$ cat src/rtl/exc_ctrl_pkg.sv
// exc_ctrl_pkg: shared CP0 command, exception-info and exception-flag types for the commit controller
package exc_ctrl_pkg;
   typedef enum logic [2:0] {CP0_NONE, CP0_MTC0, CP0_EXC, CP0_BADVA, CP0_ERET, CP0_TLB} cp0_op_t;
   typedef enum logic {S_IDLE, S_WAIT} state_t;
   typedef struct packed {
      logic [31:0] epc;
      logic        cause_bd;
      logic [4:0]  cause_exccode;
      logic [31:0] badvaddr;
   } exc_info_t;
   typedef struct packed {
      logic adel_if, tlbr_if, tlbi_if, ri, ov, sys, bp, adel_d, ades_d, tlbr_d, tlbi_d, tlbmod, is_store;
   } exc_flags_t;
   localparam logic [4:0] EXC_INT = 5'h00, EXC_MOD = 5'h01, EXC_TLBL = 5'h02, EXC_TLBS = 5'h03,
                          EXC_ADEL = 5'h04, EXC_ADES = 5'h05, EXC_SYS = 5'h08, EXC_BP = 5'h09,
                          EXC_RI = 5'h0A, EXC_OV = 5'h0C;
   localparam logic [31:0] VEC_REFILL = 32'h000, VEC_GENERAL = 32'h180, VEC_BEV_OFS = 32'h200;
   // is_store only qualifies the data TLB code, so it is not itself an exception
   function automatic logic any_exc(exc_flags_t f);
      return |f[12:1];
   endfunction
endpackage

$ cat src/rtl/exc_ctrl_if.sv
// exc_ctrl_if: CP0 register-file write command bus and its read-back status
interface exc_ctrl_if;
   import exc_ctrl_pkg::*;
   logic        wen;
   cp0_op_t     wtype;
   logic [4:0]  waddr;
   logic [2:0]  wsel;
   logic [31:0] wdata;
   exc_info_t   exc_info;
   logic [31:0] status, cause, epc;
   logic        rready;
   modport master (output wen, wtype, waddr, wsel, wdata, exc_info, input status, cause, epc, rready);
   modport slave (input wen, wtype, waddr, wsel, wdata, exc_info, output status, cause, epc, rready);
endinterface

$ cat src/rtl/exc_ctrl_prio_enc.sv
// exc_prio_enc: picks the highest-priority pending exception and its ExcCode/CP0 command
module exc_prio_enc import exc_ctrl_pkg::*; (
   input  logic       int_pend,
   input  exc_flags_t exc,
   output logic       hit,
   output logic [4:0] exccode,
   output cp0_op_t    wtype,
   output logic       use_pc_badva,
   output logic       refill
);
   logic fetch_tlb, data_ad, data_tlb, mid;
   always_comb begin
      fetch_tlb = exc.tlbr_if | exc.tlbi_if;
      data_ad = exc.adel_d | exc.ades_d;
      data_tlb = exc.tlbr_d | exc.tlbi_d;
      mid = exc.ri | exc.ov | exc.sys | exc.bp;
      hit = int_pend | any_exc(exc);
      exccode = int_pend ? EXC_INT : exc.adel_if ? EXC_ADEL : fetch_tlb ? EXC_TLBL : exc.ri ? EXC_RI :
                exc.ov ? EXC_OV : exc.sys ? EXC_SYS : exc.bp ? EXC_BP : exc.adel_d ? EXC_ADEL :
                exc.ades_d ? EXC_ADES : data_tlb ? (exc.is_store ? EXC_TLBS : EXC_TLBL) :
                exc.tlbmod ? EXC_MOD : EXC_INT;
      wtype = int_pend ? CP0_EXC : exc.adel_if ? CP0_BADVA : fetch_tlb ? CP0_TLB : mid ? CP0_EXC :
              data_ad ? CP0_BADVA : (data_tlb | exc.tlbmod) ? CP0_TLB : CP0_NONE;
      use_pc_badva = !int_pend && (exc.adel_if | fetch_tlb);
      // only a refill (not invalid) that actually wins selection uses the refill vector
      refill = !int_pend && !exc.adel_if && (fetch_tlb ? exc.tlbr_if : !mid && !data_ad && data_tlb && exc.tlbr_d);
   end
endmodule

$ cat src/rtl/exc_ctrl.sv
// exc_ctrl: MEM-stage exception/interrupt commit controller; sole issuer of CP0 write commands
module exc_ctrl import exc_ctrl_pkg::*; #(
   parameter logic [31:0] RESET_VEC  = 32'hBFC0_0000,
   parameter logic [31:0] KSEG0_BASE = 32'h8000_0000
) (
   input  logic             clk,
   input  logic             rst_n,
   input  logic             m_valid,
   input  logic             m_stall,
   input  logic [31:0]      m_pc,
   input  logic             m_bd,
   input  exc_flags_t       m_exc,
   input  logic [31:0]      m_badvaddr,
   input  logic             m_is_eret,
   input  logic             m_is_mtc0,
   input  logic [4:0]       m_cp0_waddr,
   input  logic [2:0]       m_cp0_wsel,
   input  logic [31:0]      m_cp0_wdata,
   exc_ctrl_if.master       cp0,
   output logic             flush,
   output logic             redirect_valid,
   output logic [31:0]      redirect_pc,
   output logic             stall_req
);
   state_t      state, state_nx;
   logic        int_pend, hit, use_pc_badva, refill, commit, exc_go, eret_go, mtc0_go;
   logic [4:0]  exccode;
   cp0_op_t     exc_wtype;
   logic [31:0] base;
   exc_info_t   info;
   logic        unused;
   assign unused = ^{cp0.status[31:23], cp0.status[21:16], cp0.status[7:2], cp0.cause[31:16], cp0.cause[7:0]};
   // interrupts only look at CP0 once its outputs reflect the last write
   assign int_pend = state == S_IDLE && cp0.rready && |(cp0.cause[15:8] & cp0.status[15:8]) &&
                     cp0.status[0] && !cp0.status[1];
   exc_prio_enc u_prio (
      .int_pend(int_pend), .exc(m_exc), .hit(hit), .exccode(exccode),
      .wtype(exc_wtype), .use_pc_badva(use_pc_badva), .refill(refill)
   );
   always_ff @(posedge clk or negedge rst_n) begin
      if (!rst_n) state <= S_IDLE;
      else state <= state_nx;
   end
   always_comb begin
      state_nx = cp0.wen ? S_WAIT : (state == S_WAIT && cp0.rready) ? S_IDLE : state;
   end
   always_comb begin
      stall_req = rst_n && m_valid && (state == S_WAIT ? (m_is_eret | m_is_mtc0 | any_exc(m_exc)) :
                                       (m_is_eret && !cp0.rready && !any_exc(m_exc)));
      commit = rst_n && m_valid && !m_stall && !stall_req;
      exc_go = commit && hit;
      eret_go = commit && !hit && m_is_eret;
      mtc0_go = commit && !hit && !m_is_eret && m_is_mtc0;
      base = cp0.status[22] ? RESET_VEC + VEC_BEV_OFS : KSEG0_BASE;
      info = '{epc: m_bd ? m_pc - 32'd4 : m_pc, cause_bd: m_bd, cause_exccode: exccode,
               badvaddr: use_pc_badva ? m_pc : m_badvaddr};
      cp0.wen = exc_go | eret_go | mtc0_go;
      cp0.wtype = exc_go ? exc_wtype : eret_go ? CP0_ERET : mtc0_go ? CP0_MTC0 : CP0_NONE;
      cp0.waddr = mtc0_go ? m_cp0_waddr : '0;
      cp0.wsel = mtc0_go ? m_cp0_wsel : '0;
      cp0.wdata = mtc0_go ? m_cp0_wdata : '0;
      cp0.exc_info = exc_go ? info : '0;
      flush = exc_go | eret_go;
      redirect_valid = exc_go | eret_go;
      redirect_pc = exc_go ? base + ((refill && !cp0.status[1]) ? VEC_REFILL : VEC_GENERAL) :
                    eret_go ? cp0.epc : '0;
   end
endmodule

$ cat src/flat_wrapper.sv
// flat-port wrapper written by rule: the top's interface ports become plain ports
module exc_ctrl_flat import exc_ctrl_pkg::*;
#(
   parameter logic [31:0] RESET_VEC  = 32'hBFC0_0000,
   parameter logic [31:0] KSEG0_BASE = 32'h8000_0000
)
  (clk, rst_n, m_valid, m_stall, m_pc, m_bd, m_exc, m_badvaddr, m_is_eret, m_is_mtc0, m_cp0_waddr, m_cp0_wsel, m_cp0_wdata, flush, redirect_valid, redirect_pc, stall_req, cp0_wen, cp0_wtype, cp0_waddr, cp0_wsel, cp0_wdata, cp0_exc_info, cp0_status, cp0_cause, cp0_epc, cp0_rready);
  exc_ctrl_if cp0_i ();
  input  logic clk;
  input  logic rst_n;
  input  logic m_valid;
  input  logic m_stall;
  input  logic [31:0] m_pc;
  input  logic m_bd;
  input  exc_flags_t m_exc;
  input  logic [31:0] m_badvaddr;
  input  logic m_is_eret;
  input  logic m_is_mtc0;
  input  logic [4:0] m_cp0_waddr;
  input  logic [2:0] m_cp0_wsel;
  input  logic [31:0] m_cp0_wdata;
  output logic flush;
  output logic redirect_valid;
  output logic [31:0] redirect_pc;
  output logic stall_req;
  output wire logic [$bits(cp0_i.wen)-1:0] cp0_wen;
  output wire logic [$bits(cp0_i.wtype)-1:0] cp0_wtype;
  output wire logic [$bits(cp0_i.waddr)-1:0] cp0_waddr;
  output wire logic [$bits(cp0_i.wsel)-1:0] cp0_wsel;
  output wire logic [$bits(cp0_i.wdata)-1:0] cp0_wdata;
  output wire logic [$bits(cp0_i.exc_info)-1:0] cp0_exc_info;
  input wire logic [$bits(cp0_i.status)-1:0] cp0_status;
  input wire logic [$bits(cp0_i.cause)-1:0] cp0_cause;
  input wire logic [$bits(cp0_i.epc)-1:0] cp0_epc;
  input wire logic [$bits(cp0_i.rready)-1:0] cp0_rready;
  assign cp0_wen = cp0_i.wen;
  assign cp0_wtype = cp0_i.wtype;
  assign cp0_waddr = cp0_i.waddr;
  assign cp0_wsel = cp0_i.wsel;
  assign cp0_wdata = cp0_i.wdata;
  assign cp0_exc_info = cp0_i.exc_info;
  assign cp0_i.status = cp0_status;
  assign cp0_i.cause = cp0_cause;
  assign cp0_i.epc = cp0_epc;
  assign cp0_i.rready = cp0_rready;
  exc_ctrl #(.RESET_VEC(RESET_VEC), .KSEG0_BASE(KSEG0_BASE)) u_core (.clk(clk), .rst_n(rst_n), .m_valid(m_valid), .m_stall(m_stall), .m_pc(m_pc), .m_bd(m_bd), .m_exc(m_exc), .m_badvaddr(m_badvaddr), .m_is_eret(m_is_eret), .m_is_mtc0(m_is_mtc0), .m_cp0_waddr(m_cp0_waddr), .m_cp0_wsel(m_cp0_wsel), .m_cp0_wdata(m_cp0_wdata), .cp0(cp0_i), .flush(flush), .redirect_valid(redirect_valid), .redirect_pc(redirect_pc), .stall_req(stall_req));
endmodule
$ cat config.mk
export PLATFORM = sky130hd
export DESIGN_NAME = exc_ctrl_flat
export DESIGN_NICKNAME = d
export VERILOG_FILES = /design/src/rtl/exc_ctrl_pkg.sv /design/src/rtl/exc_ctrl_if.sv /design/src/rtl/exc_ctrl_prio_enc.sv /design/src/rtl/exc_ctrl.sv /design/src/flat_wrapper.sv
export SDC_FILE = /design/constraint.sdc
export NUM_CORES = 1
export LEC_CHECK = 0
export ABC_AREA = 1
export ABC_CLOCK_PERIOD_IN_PS = 4300
export CAP_MARGIN = 25
export CELL_PAD_IN_SITES_DETAIL_PLACEMENT = 0
export CELL_PAD_IN_SITES_GLOBAL_PLACEMENT = 1
export CORE_MARGIN = 4
export CORE_UTILIZATION = 13
export DETAILED_ROUTE_END_ITERATION = 16
export HOLD_SLACK_MARGIN = 0.15
export PLACE_DENSITY = 0.88
export SYNTH_ARGS = -nofsm -noshare
export SYNTH_HDL_FRONTEND = slang
export SYNTH_HIERARCHICAL = 1
export SYNTH_SLANG_ARGS = --single-unit
$ cat constraint.sdc
create_clock -name clk -period 4.3 [get_ports clk]
set_input_delay 1.29 -clock clk [delete_from_list [all_inputs] [get_ports clk]]
set_output_delay 1.29 -clock clk [all_outputs]
set_load 0.03 [all_outputs]
==> results.cfg <==
[grt]
first_global_vias = 5133
grt_pass1_wl_mm = 28.35
grt_use_total_pct = 15.91
antenna_found_initial = 1
overflow = 0
grt_max_degree = 33

[yosys]
yosys_warnings = 6
synth_xor_area_share_pct = 6.967
ys_types = 38
synth_edf_count = 0
synthArstFlopShare_pct = 100.0
synth_top_family_by_area = simple AND/OR/NAND/NOR gates
avgSynthCellArea_sq_um = 4.673
synthMuxAreaShare_pct = 0
ys_ff_latch = 1
synthCells = 565
synthSimpleGateAreaFrac_pct = 53.89
yosys.area_share.adder_pct = 0.4739
syn_area_sq_um = 2640
synth_nets = 787
synth-seq-area-share_pct = 0.9479
synth-compound-area-share_pct = 14.41
ys.flop_type = dfrtp_1

[place]
dpl-instance-area_sq_um = 6855
port_buffers = 323
place_congestion = 0.8276
pre_cts_slack_ns = -0.6150
dp.final_hpwl_mm = 15.05

[route]
wl_mm = 22.63
first_pass_iters = 4
drc = 0
wire_per_inst_um = 17.83
viasPerCell = 4.138
ant_nets = 0
drtIter0Drc = 90
vias = 5251

[final_layout]
largest_reg_flops = 1
final_area_sq_um = 9328
fillers = 1795
drive_above_1_share_pct = 52.14
mostFrequentLayoutCells = clkdlybuf4s50_1 (131), buf_6 (130), nand2_1 (115)
regMostFlops = u_core/state
final_util_pct = 47.31
fin_nets = 1227
reg_top3 = u_core/state: 1 flops
synthToLayoutAreaGrowth_pct = 253.3
final_common_cell = clkdlybuf4s50_1

[timing]
finalSetupViolCount = 123
fin_crit_sh_pct = 105.8
finClkSkew_ns = 0
layout_setup_ws_ns = -0.2486
tightestPinTransition_ns = 0.5658
rsz0062_at_grt = true
fmax_ghz = 0.2198
min_period_ns = 4.549
slew_headroom_pct = 62.14
final-hold-violation-count = 0
slew_violations = 0

[worst_hold_path]
whs_endpoint = u_core/state
holdPathStages = 2
worstHoldStart = u_core/state
hold_path.class = reg -> reg

[worst_setup_path]
required_ns = 3.01
slowest_stage = buf_6
critical_path_buf_inv_count = 8
worstPathArrival_ns = 3.26
reg2reg_depth = 12
reg2reg_to = u_core/state
cp_cell_sequence = buf_2 > nand2_1 > nand4_1 > nor2_2 > nor3_4 > nor2_2 > inv_2 > nor3_4 > nand2_2 > buf_6 > inv_4 > nand4_1 > buf_6 > buf_12 > buf_12 > nor2_4 > buf_12
worst_path_largest_cell_delay_ns = 0.19
crit_family = simple AND/OR/NAND/NOR gates
path_max_fanout = 7
r2r_start = u_core/state
end_kind = primary output
cp_common_cell = buf_12
critPathLaunchType = primary input
r2r_slack_ns = 2.37
path_class = in -> out

[floorplanning]
rows = 51
initial_core_util_pct = 13.39
dieArea_sq_um = 22650
core-area_sq_um = 19720
die_h_um = 150.5
num_io_pins = 370
chipWidth_um = 150.5

[power_and_ir_drop]
power.density_nw_per_um2 = 68.51
internal_power_uw = 329.0
p_seq_share_pct = 1.7
p_leak_uw = 0.004292
p_sw_uw = 310.0
p_clk_share_pct = 0
ir_worst_vdd_mv = 0.05242
combPwrFrac_pct = 98.3
power_switching_share_pct = 48.51

[run_status]
run_status = complete, but fails checks
violations = negative setup slack

[flow_run]
cap_violations = 0

[clock_network]
clkTransAtPathRegs_ns = 0
cts_hold_buf = 0
clk_latency_ns = 0
final cells by class:
class / instances / area [sq um] / area share (%)
antenna: 1 / 2.502 / 0.02683
inverter: 127 / 485.5 / 5.205
multi-input combinational: 413 / 3211 / 34.42
sequential: 1 / 25.02 / 0.2683
tap: 265 / 331.6 / 3.555
timing repair buffer: 462 / 5273 / 56.53
through the flow:
stage	setup TNS (ns)	power [uW]	hold WS, ns	cells
finish	-12.98	639.1	0.5051	1269
global route	-26.62	674.3	0.5290	1269
CTS	-11.58	547.6	0.4984	1248
detailed placement	-54.94	503.6	0.4935	1218
global placement	-52.71	500.1	0.4924	1218
floorplan	-0.1588	183.0	0.4705	565
power groups by stage:
| stage | clock network, uW | logic [uW] | registers (uW) |
|---|---|---|---|
| final | 0.0000312 | 628 | 11.0 |
| after global routing | 0.0000312 | 663 | 11.1 |
| after CTS | 0 | 537 | 10.9 |
| after detailed placement | 0 | 493 | 10.8 |
| after global placement | 0 | 489 | 10.9 |
| after floorplan | 0 | 172 | 10.7 |
cells in the mapped netlist, types with 2 or more instances:
master	number	area share, %
inv_1	116	16
inv_2	10	1.4
nand3_2	5	1.9
o21ai_0	3	0.57
nand3_1	11	2.1
nand4_1	9	2.1
nor2_1	144	20
o21ai_1	16	3.0
nand4_2	2	0.95
or2_1	2	0.47
buf_2	9	1.7
xor2_1	17	5.6
buf_6	3	1.3
nor3_1	5	0.95
buf_4	3	0.85
xnor2_1	4	1.3
nor2_4	4	1.7
clkbuf_1	9	1.3
nor2_2	8	1.9
a21oi_1	31	5.9
nand2_2	2	0.47
nand2_1	125	18
a21oi_2	12	4.0
worst max-delay path by stage:
| stage | startpoint | slack (ns) | depth (start not counted) | to |
|---|---|---|---|---|
| 6_report | cp0_status[11] | -0.25 | 17 | cp0_wdata[18] |
| 5_1_grt | cp0_status[11] | -0.33 | 17 | cp0_wdata[18] |
| 4_1_cts | cp0_status[14] | -0.18 | 17 | cp0_wdata[18] |
| 3_5_place_dp | cp0_cause[10] | -0.61 | 13 | cp0_wen |
| 3_3_place_gp | cp0_cause[10] | -0.61 | 13 | cp0_wen |
| 2_1_floorplan | cp0_cause[13] | -0.02 | 12 | redirect_pc[22] |
repair_timing:
item                                    4_1_cts  5_1_grt
gates resized for setup                     294      255
endpoints found under the setup margin      147      147
pin swaps                                    29       48
cloned                                       14        9
buffers inserted                             17       22
routing by layer:
metal,part of all wire [%],global-route usage (%)
met1,36,17.42
met2,53,30.86
met3,7.4,2.739
met4,3.8,4.803
met5,0,0
worst register-to-register path: stages, from the launching register on:
cell      delay (ns)
dfrtp_1         0.35
inv_2           0.08
nand3_2         0.09
nor3_4          0.05
nor2_2          0.11
inv_2           0.07
nor3_4          0.13
nand2_2         0.09
buf_4           0.14
buf_4           0.12
o311ai_1        0.35
buf_4           0.19
nand2_1         0.04
kinds of logic after synthesis:
kind of cell | Yosys count
fa+ha+maj | 1
compound gates | 65
simple gates | 325
buf+inv | 151
other cells | 1
xor+xnor | 21
flops | 1
No activity file was read; power rests on OpenSTA's default activity.
